File: config.mk
export PLATFORM = sky130hd
export DESIGN_NAME = seq_mag_comparator_flat
export DESIGN_NICKNAME = d
export VERILOG_FILES = /design/src/rtl/seq_mag_comparator_if.sv /design/src/rtl/seq_mag_comparator.sv /design/src/flat_wrapper.sv
export SDC_FILE = /design/constraint.sdc
export NUM_CORES = 1
export LEC_CHECK = 0
export BUFFER_PORTS_ARGS = -buffer_cell sky130_fd_sc_hd__buf_2
export CAP_MARGIN = 10
export CORE_AREA = 2 2 74 76
export DETAILED_ROUTE_END_ITERATION = 6
export DIE_AREA = 0 0 76 78
export GPL_TIMING_DRIVEN = 0
export SYNTH_ARGS = -nofsm -noshare
export SYNTH_HDL_FRONTEND = slang
export SYNTH_SLANG_ARGS = --single-unit
File: constraint.sdc
create_clock -name clk -period 2.2 [get_ports clk]
set_clock_uncertainty 0.2 [all_clocks]
set_input_delay 0.44 -clock clk [delete_from_list [all_inputs] [get_ports clk]]
set_output_delay 0.44 -clock clk [all_outputs]
set_load 0.005 [all_outputs]
File: src/rtl/seq_mag_comparator_if.sv
// Handshake bundle for the sequential magnitude comparator: operand channel
// (valid/ready + a/b/signed_mode) and result channel (valid/ready + gt/eq/lt).
interface seq_mag_comparator_if #(
   parameter int WIDTH = 16
);
   logic             in_valid;
   logic             in_ready;
   logic [WIDTH-1:0] a;
   logic [WIDTH-1:0] b;
   logic             signed_mode;
   logic             out_valid;
   logic             out_ready;
   logic             gt;
   logic             eq;
   logic             lt;

   // master: operand producer and result consumer; slave: the comparator
   modport master (
      output in_valid, a, b, signed_mode, out_ready,
      input  in_ready, out_valid, gt, eq, lt
   );

   modport slave (
      input  in_valid, a, b, signed_mode, out_ready,
      output in_ready, out_valid, gt, eq, lt
   );
endinterface

File: src/rtl/seq_mag_comparator.sv
// Multi-cycle MSB-first magnitude comparator, CHUNK bits per clock with early
// exit on the first differing chunk; signed mode via offset-binary MSB flip.
module seq_mag_comparator #(
   parameter int WIDTH = 16,
   parameter int CHUNK = 2
) (
   input logic                 clk,
   input logic                 rst,
   seq_mag_comparator_if.slave bus_if
);
   localparam int NCHUNK = WIDTH / CHUNK;
   localparam int CNT_W  = $clog2(NCHUNK + 1);

   localparam logic [1:0] IDLE = 2'd0;
   localparam logic [1:0] BUSY = 2'd1;
   localparam logic [1:0] DONE = 2'd2;

   localparam logic [WIDTH-1:0] MSB_MASK = WIDTH'(1) << (WIDTH - 1);

   logic [1:0]       state_q, state_d;
   logic [WIDTH-1:0] sa_q, sa_d;
   logic [WIDTH-1:0] sb_q, sb_d;
   logic [CNT_W-1:0] cnt_q, cnt_d;
   logic             in_ready_q, in_ready_d;
   logic             out_valid_q, out_valid_d;
   logic             gt_q, gt_d;
   logic             eq_q, eq_d;
   logic             lt_q, lt_d;

   logic [CHUNK-1:0] chunk_a;
   logic [CHUNK-1:0] chunk_b;
   logic [WIDTH-1:0] flip;

   assign chunk_a = sa_q[WIDTH-1 -: CHUNK];
   assign chunk_b = sb_q[WIDTH-1 -: CHUNK];
   assign flip    = bus_if.signed_mode ? MSB_MASK : '0;

   always_comb begin
      state_d     = state_q;
      sa_d        = sa_q;
      sb_d        = sb_q;
      cnt_d       = cnt_q;
      in_ready_d  = in_ready_q;
      out_valid_d = out_valid_q;
      gt_d        = gt_q;
      eq_d        = eq_q;
      lt_d        = lt_q;

      case (state_q)
         IDLE: begin
            if (bus_if.in_valid && in_ready_q) begin
               sa_d       = bus_if.a ^ flip;
               sb_d       = bus_if.b ^ flip;
               cnt_d      = CNT_W'(NCHUNK);
               gt_d       = 1'b0;
               eq_d       = 1'b0;
               lt_d       = 1'b0;
               in_ready_d = 1'b0;
               state_d    = BUSY;
            end
         end
         BUSY: begin
            if (chunk_a > chunk_b) begin
               gt_d        = 1'b1;
               out_valid_d = 1'b1;
               state_d     = DONE;
            end else if (chunk_a < chunk_b) begin
               lt_d        = 1'b1;
               out_valid_d = 1'b1;
               state_d     = DONE;
            end else if (cnt_q == CNT_W'(1)) begin
               eq_d        = 1'b1;
               out_valid_d = 1'b1;
               state_d     = DONE;
            end else begin
               sa_d  = sa_q << CHUNK;
               sb_d  = sb_q << CHUNK;
               cnt_d = cnt_q - CNT_W'(1);
            end
         end
         DONE: begin
            // No accept here: in_ready rises only as DONE is left.
            if (bus_if.out_ready) begin
               out_valid_d = 1'b0;
               in_ready_d  = 1'b1;
               state_d     = IDLE;
            end
         end
         default: begin
            out_valid_d = 1'b0;
            in_ready_d  = 1'b1;
            state_d     = IDLE;
         end
      endcase
   end

   always_ff @(posedge clk) begin
      if (rst) begin
         state_q     <= IDLE;
         sa_q        <= '0;
         sb_q        <= '0;
         cnt_q       <= '0;
         in_ready_q  <= 1'b1;
         out_valid_q <= 1'b0;
         gt_q        <= 1'b0;
         eq_q        <= 1'b0;
         lt_q        <= 1'b0;
      end else begin
         state_q     <= state_d;
         sa_q        <= sa_d;
         sb_q        <= sb_d;
         cnt_q       <= cnt_d;
         in_ready_q  <= in_ready_d;
         out_valid_q <= out_valid_d;
         gt_q        <= gt_d;
         eq_q        <= eq_d;
         lt_q        <= lt_d;
      end
   end

   assign bus_if.in_ready  = in_ready_q;
   assign bus_if.out_valid = out_valid_q;
   assign bus_if.gt        = gt_q;
   assign bus_if.eq        = eq_q;
   assign bus_if.lt        = lt_q;
endmodule

File: src/flat_wrapper.sv
// flat-port wrapper written by rule: the top's interface ports become plain ports
module seq_mag_comparator_flat 
#(
   parameter int WIDTH = 16,
   parameter int CHUNK = 2
)
  (clk, rst, bus_if_in_valid, bus_if_a, bus_if_b, bus_if_signed_mode, bus_if_out_ready, bus_if_in_ready, bus_if_out_valid, bus_if_gt, bus_if_eq, bus_if_lt);
  seq_mag_comparator_if #(.WIDTH(WIDTH)) bus_if_i ();
  input logic clk;
  input logic rst;
  input wire logic [$bits(bus_if_i.in_valid)-1:0] bus_if_in_valid;
  input wire logic [$bits(bus_if_i.a)-1:0] bus_if_a;
  input wire logic [$bits(bus_if_i.b)-1:0] bus_if_b;
  input wire logic [$bits(bus_if_i.signed_mode)-1:0] bus_if_signed_mode;
  input wire logic [$bits(bus_if_i.out_ready)-1:0] bus_if_out_ready;
  output wire logic [$bits(bus_if_i.in_ready)-1:0] bus_if_in_ready;
  output wire logic [$bits(bus_if_i.out_valid)-1:0] bus_if_out_valid;
  output wire logic [$bits(bus_if_i.gt)-1:0] bus_if_gt;
  output wire logic [$bits(bus_if_i.eq)-1:0] bus_if_eq;
  output wire logic [$bits(bus_if_i.lt)-1:0] bus_if_lt;
  assign bus_if_i.in_valid = bus_if_in_valid;
  assign bus_if_i.a = bus_if_a;
  assign bus_if_i.b = bus_if_b;
  assign bus_if_i.signed_mode = bus_if_signed_mode;
  assign bus_if_i.out_ready = bus_if_out_ready;
  assign bus_if_in_ready = bus_if_i.in_ready;
  assign bus_if_out_valid = bus_if_i.out_valid;
  assign bus_if_gt = bus_if_i.gt;
  assign bus_if_eq = bus_if_i.eq;
  assign bus_if_lt = bus_if_i.lt;
  seq_mag_comparator #(.WIDTH(WIDTH), .CHUNK(CHUNK)) u_core (.clk(clk), .rst(rst), .bus_if(bus_if_i));
endmodule
==> flow_summary.toml, run 1 <==
[status]
status = "completed"

[routing]
wl_met3_um = 296
routedWlPerCell_um = 14.36
vias_per_cell = 5.339
wl_met1_um = 2507
ant_nets = 0
wl_um = 5298
via_count = 1970
drc = 0
met2RoutedLength_um = 2439
drt_iter0_markers = 137
dr.pass1.iters = 4
top_layer_used = "met4"

[timing]
hold_viol_final = 0
rsz0062_at_grt = "false"
post-route-period-util_pct = 93.11
hold_ws_ns = 0.1835
fin_ws_ns = 0.1516
relSlewSlack_pct = 61.92
fin_crit_ns = 2.048
fmax_mhz = 488.2
worstMarginPinSlew_ns = 0.5713
final-max-slew-violation-count = 0
tns_ns = 0
finalSetupViolCount = 0

[worst_hold_path]
worstHoldPathType = "primary input to flop"

[place]
io_buffers = 40
dp_hpwl_um = 3661
dp_worst_setup_slack_ns = 0.1357
place_area_sq_um = 2350
dp_cells = 357
gp_congestion = 0.7976

[power]
clock_power_share_pct = 21.5
p_seq_share_pct = 44.7
p_leak_nw = 0.9751
peakVddDrop_mv = 0.4325
switchingPower_mw = 0.8315
combPwrFrac_pct = 33.9
switching_share_pct = 35.57
total_power_mw = 2.338
internal_power_mw = 1.506
powerDensity_nw_per_um2 = 942.6

[finish]
drive_gt1_share_pct = 24.75
final_util_pct = 49.18
fin_area_sq_um = 2480
multi_input_area_sq_um = 1067
nets = 339
final_common_cell = "nand2_1"
seqCellArea_sq_um = 860.8
area_delta_synth_final_pct = 20.27
instances_no_fill = 369
diodes = 0
layout_common_cells = "nand2_1, buf_2, dfxtp_1, a21oi_1, a311oi_1"
fillers = 524

[clocking]
clk_latency_ns = 0.30
cts_buffers = 5
cts_tree = "built"
clk_pin_slew_worst_paths_ns = 0.08
cts.sinks = 43
clock_path_buffers = 2
hold_buffers = 0
clockRootBuffer = "clkbuf_8"
h-tree-depth = 2

[logic_synthesis]
yosys_warnings = 0
synth_cells = 247
async_flop_share_pct = 0
syn_area_per_cell_sq_um = 8.348
syn_area_sq_um = 2062
ys_ff_latch = 43
synth_cell_types = 40
ys.flop_type = "dfxtp_1"
seq_area_frac_synth_pct = 41.75
synth_nets = 288
synth_edf_count = 0

[global_routing]
gr-total-overflow = 0
grt_max_degree = 14
grt_pass1_wl_um = 9080
grt_use_total_pct = 19.15
grt_pass1_vias = 1829
grt_antenna_before_repair = 0

[floorplanning]
core_sq_um = 5042
rows = 26
start_util_pct = 40.89
fp.dieW_um = 76
die_area_sq_um = 5928
die_y_um = 78
io-pin-count = 42

[critical_path]
crit_path_max_fanout = 10
cp-end-kind = "flop"
critPathKind = "flop to flop"
max_stage_delay_ns = 0.41
cp-start-kind = "flop"
slowest_stage = "or3b_4"
required_ns = 2.21
arrival_ns = 2.05
cpLargestDelayFamily = "simple AND/OR/NAND/NOR gates"
cp_num_buf_inv = 2
cp_cell_sequence = "inv_1 -> ha_1 -> or3b_4 -> nor2_4 -> nor2_1 -> clkbuf_4 -> a311oi_1"

[flow_run]
cap_violations = 0
## sequential cells by signal (all words and copies together), names as in the netlist
signal and count:
u_core.bus_if.eq 1, u_core.bus_if.gt 1, u_core.bus_if.in_ready 1, u_core.bus_if.lt 1, u_core.bus_if.out_valid 1, u_core.cnt_q 4, u_core.sa_q 16, u_core.sb_q 16
u_core.state_q 2
## area by class of cell
class                      count  area share [%]
multi-input combinational    177           43.04
sequential                    43           34.71
timing repair buffer          44           9.284
buffer                        20           4.945
tap                           70           3.532
clock buffer                   6           2.926
inverter                       7           1.060
clock inverter                 2          0.5045
## Yosys cell counts, types with 2 or more instances
cell,instances,share of area (%)
or3_1,3,0.91
ha_1,4,2.4
a21oi_1,36,8.7
nand2b_1,2,0.61
buf_2,5,1.2
nor2_1,6,1.1
a311oi_1,26,11
o31ai_2,3,1.8
dfxtp_1,43,42
o21ai_0,8,1.9
buf_1,4,0.73
nor3_1,5,1.2
buf_8,2,1.5
inv_1,7,1.3
nand2_1,60,11
nor2b_1,2,0.61
a22oi_1,2,0.73
clkbuf_1,6,1.1
buf_4,2,0.73
## repair_timing
item | CTS | global route
endpoints found under the hold margin | 0 | 0
setup endpoints to repair | 0 | 9
resized for setup | 0 | 5
setup buffers | 0 | 4
## layer usage
metal	track usage (%)	vias up
met2	29.38	51
li1	-	994
met4	5.273	0
met1	26.24	919
met3	5.698	6
met5	0	-
## power by group through the flow
stage          clock network [mW]  logic [mW]  registers [mW]
2_1_floorplan                   0       0.591            1.03
3_3_place_gp                    0       0.774            1.06
3_5_place_dp                    0       0.781            1.06
4_1_cts                     0.516       0.781            1.04
5_1_grt                     0.546       0.902            1.07
6_report                    0.502       0.792            1.04
## kinds of logic (layout without fill, tap and decap cells)
| kind of cell | count (synthesis) | count (layout) | share of synthesized area [%] |
|---|---|---|---|
| xor gates and xnor gates | 2 | 2 | 0.8497 |
| and+or+nand+nor | 87 | 87 | 19.42 |
| buffers and inverters | 27 | 79 | 7.038 |
| muxes | 1 | 1 | 0.5461 |
| adders and majority gates | 4 | 4 | 2.427 |
| DFF | 43 | 43 | 41.75 |
| AOI/OAI and AO/OA | 83 | 83 | 27.97 |
## worst register-to-register path, stage by stage, from the launching register on
cell,delay [ns]
dfxtp_1,0.32
inv_1,0.10
ha_1,0.19
or3b_4,0.41
nor2_4,0.19
nor2_1,0.08
clkbuf_4,0.23
a311oi_1,0.24
## final timing paths
kind	start	endpoint	slack, ns	cells past startpoint
setup / recovery	u_core.cnt_q[1]	u_core.sa_q[14]	0.15	7
hold / removal	bus_if_b[1]	u_core.sb_q[1]	0.18	3
setup reg to reg	u_core.cnt_q[1]	u_core.sa_q[14]	0.15	7
hold reg to reg	u_core.bus_if.gt	u_core.bus_if.gt	0.26	2
Note: power is estimated with default switching activity, not from simulation.
==> run 2, diff against run 1 <==
Settings changed: ABC_AREA from default to 1.
==> run 2 against run 1 <==
Global-route usage down 1.6 points; clock power is 28% higher; cell count increased by 17%; non-clock buffer count fell by 5; sequential share of layout area is 0.43 points higher; first-iteration DRC count is 26% lower; via count up 0.96%; worst hold slack worse by 0.039 ns; utilization down 0.60 points; register-to-register slack better by 0.11 ns.
==> flow_summary.toml, run 2 <==
[critical_path]
slowest_stage = "dfxtp_1"
cp-start-kind = "flop"
cp-end-kind = "flop"
cp_cell_sequence = "inv_1 -> ha_1 -> nand2_1 -> a21oi_1 -> nand2_1 -> nand2_2 -> buf_2 -> nand3_1 -> nand2_1 -> nor2_1"
arrival_ns = 1.94
max_stage_delay_ns = 0.34
required_ns = 2.20
reg2regPathDepth = 10
critPathKind = "flop to flop"
path_common_cell = "nand2_1"
crit_path_max_fanout = 10

[clocking]
hold_buffers = 0
cts.sinks = 43
cts_buffers = 5
clk_latency_ns = 0.30
clockRootBuffer = "clkbuf_8"
post_cts_buffers = 0
h-tree-depth = 2
clock_path_buffers = 2
cts_tree = "built"
cts-resized-gates = 0
clk_pin_slew_worst_paths_ns = 0.09

[timing]
worstMarginPinSlew_ns = 0.4680
fmax_mhz = 514.9
rsz0062_at_grt = "false"
hold_viol_final = 0
hold_ws_ns = 0.1441
tns_ns = 0
finalSetupViolCount = 0
final-max-slew-violation-count = 0
post-route-period-util_pct = 88.29
relSlewSlack_pct = 68.80
fin_crit_ns = 1.942

[finish]
fillers = 556
nets = 402
area_delta_synth_final_pct = 20.12
diodes = 0
drive_gt1_share_pct = 17.68
layout_common_cells = "nand2_1, nor2_1, buf_2, dfxtp_1, nand3_1"
final_common_cell = "nand2_1"
instances_no_fill = 432
largestRegisters = "u_core.sa_q x16, u_core.sb_q x16, u_core.cnt_q x4"

[logic_synthesis]
syn_area_sq_um = 2039
async_flop_share_pct = 0
yosys-top-cells-count = "nand2_1, nor2_1, dfxtp_1, nand3_1, a21oi_1"
ys.flop_type = "dfxtp_1"
synth_nets = 354
synth_cells = 313
seq_area_frac_synth_pct = 42.21
synth.most_common_cell = "nand2_1"
synth_edf_count = 0
synth_top_cell_by_area = "dfxtp_1"
syn_area_per_cell_sq_um = 6.516
synth_cell_types = 19
yosysTopAreaCellShare_pct = 42.21
ys_ff_latch = 43
yosys_warnings = 0
ys_top_cells_by_area = "dfxtp_1, nand2_1, nor2_1"

[power]
powerDensity_nw_per_um2 = 1073
switchingPower_mw = 0.9451
total_power_mw = 2.628
p_leak_nw = 1.174
combPwrFrac_pct = 34.7
peakVddDrop_mv = 0.4518
internal_power_mw = 1.682
clock_power_share_pct = 24.5
p_seq_share_pct = 40.8
switching_share_pct = 35.97

[routing]
drt_iter0_markers = 101
wl_um = 4807
ant_nets = 0
drc = 0
vias_per_cell = 4.604
routedWlPerCell_um = 11.13
via_count = 1989
dr.pass1.iters = 4

[floorplanning]
die_y_um = 78
rows = 26
fp.dieW_um = 76
core_sq_um = 5042
io-pin-count = 42
die_area_sq_um = 5928
start_util_pct = 40.45

[global_routing]
grt_antenna_before_repair = 0
grt_pass1_wl_um = 8466
grt_use_total_pct = 17.57
gr-total-overflow = 0
grt_max_degree = 14
grt_pass1_vias = 1807

[worst_hold_path]
worstHoldPathType = "primary input to flop"
min_path_cells = 2

[place]
dp_hpwl_um = 3454
dp_cells = 424
gp_congestion = 0.7821
io_buffers = 41

[status]
status = "completed"

[flow_run]
cap_violations = 0
## run 2: cell count changes in the layout (fill, tap and decap cells not counted), sizes merged, moves of 6 or more
cell / previous run / this run
nor2: 7 / 61
nand2: 60 / 108
nand3: 1 / 37
a311oi: 27 / 0
a21oi: 37 / 19
inv: 7 / 13
## run 2: worst paths after layout
kind / from / end / slack (ns)
setup / recovery: u_core.sb_q[15] / u_core.sb_q[14] / 0.26
hold / removal: rst / u_core.state_q[0] / 0.14
setup reg to reg: u_core.sb_q[15] / u_core.sb_q[14] / 0.26
hold reg to reg: u_core.cnt_q[0] / u_core.cnt_q[0] / 0.26
## run 2: power groups by stage
stage | Sequential, mW | Combinational (mW) | Clock [mW]
finish | 1.07 | 0.912 | 0.643
global route | 1.10 | 1.07 | 0.687
CTS | 1.07 | 0.922 | 0.660
detailed placement | 1.09 | 0.919 | 0
global placement | 1.09 | 0.909 | 0
floorplan | 1.07 | 0.695 | 0
## run 2: cell type report
class                      instances  area [sq um]  area share (%)
sequential                        43         860.8           35.14
timing repair buffer              41         205.2           8.376
clock buffer                       6         82.58           3.371
buffer                            18         97.59           3.984
tap                               70         87.58           3.575
clock inverter                     2         35.03           1.430
multi-input combinational        239          1032           42.13
inverter                          13         48.80           1.992
## run 2: logic make-up after synthesis
family | count (synthesis) | share of synthesized area (%)
fa+ha+maj | 4 | 2.454
compound gates | 25 | 6.319
simple gates | 208 | 40.98
flops | 43 | 42.21
buf+inv | 31 | 7.177
xor+xnor | 2 | 0.8591
## run 2: metal layers
metal	up-vias	wire length, um	GRT usage [%]
li1	1075	-	-
met1	867	2464	23.97
met2	41	2091	28.30
met3	6	203	3.953
met4	0	48	4.364
met5	-	0	0
## run 2: critical path, delay by kind of cell, from the launching register on
kind	cells	cell delay (ns)
AO/OA/AOI/OAI	1	0.14
adder cells (fa/ha/maj)	1	0.28
buffers and inverters	2	0.28
flip-flops	1	0.34
AND/OR/NAND/NOR	6	0.60
## run 2: through the flow
stage	instance area [sq um]	utilization (%)	setup slack, ns
3_3_place_gp	2332	46.25	0.2887
3_5_place_dp	2332	46.25	0.2578
5_1_grt	2450	48.59	0.1099
6_report	2450	48.59	0.2577
4_1_cts	2450	48.59	0.2532
2_1_floorplan	2039	-	0.5573
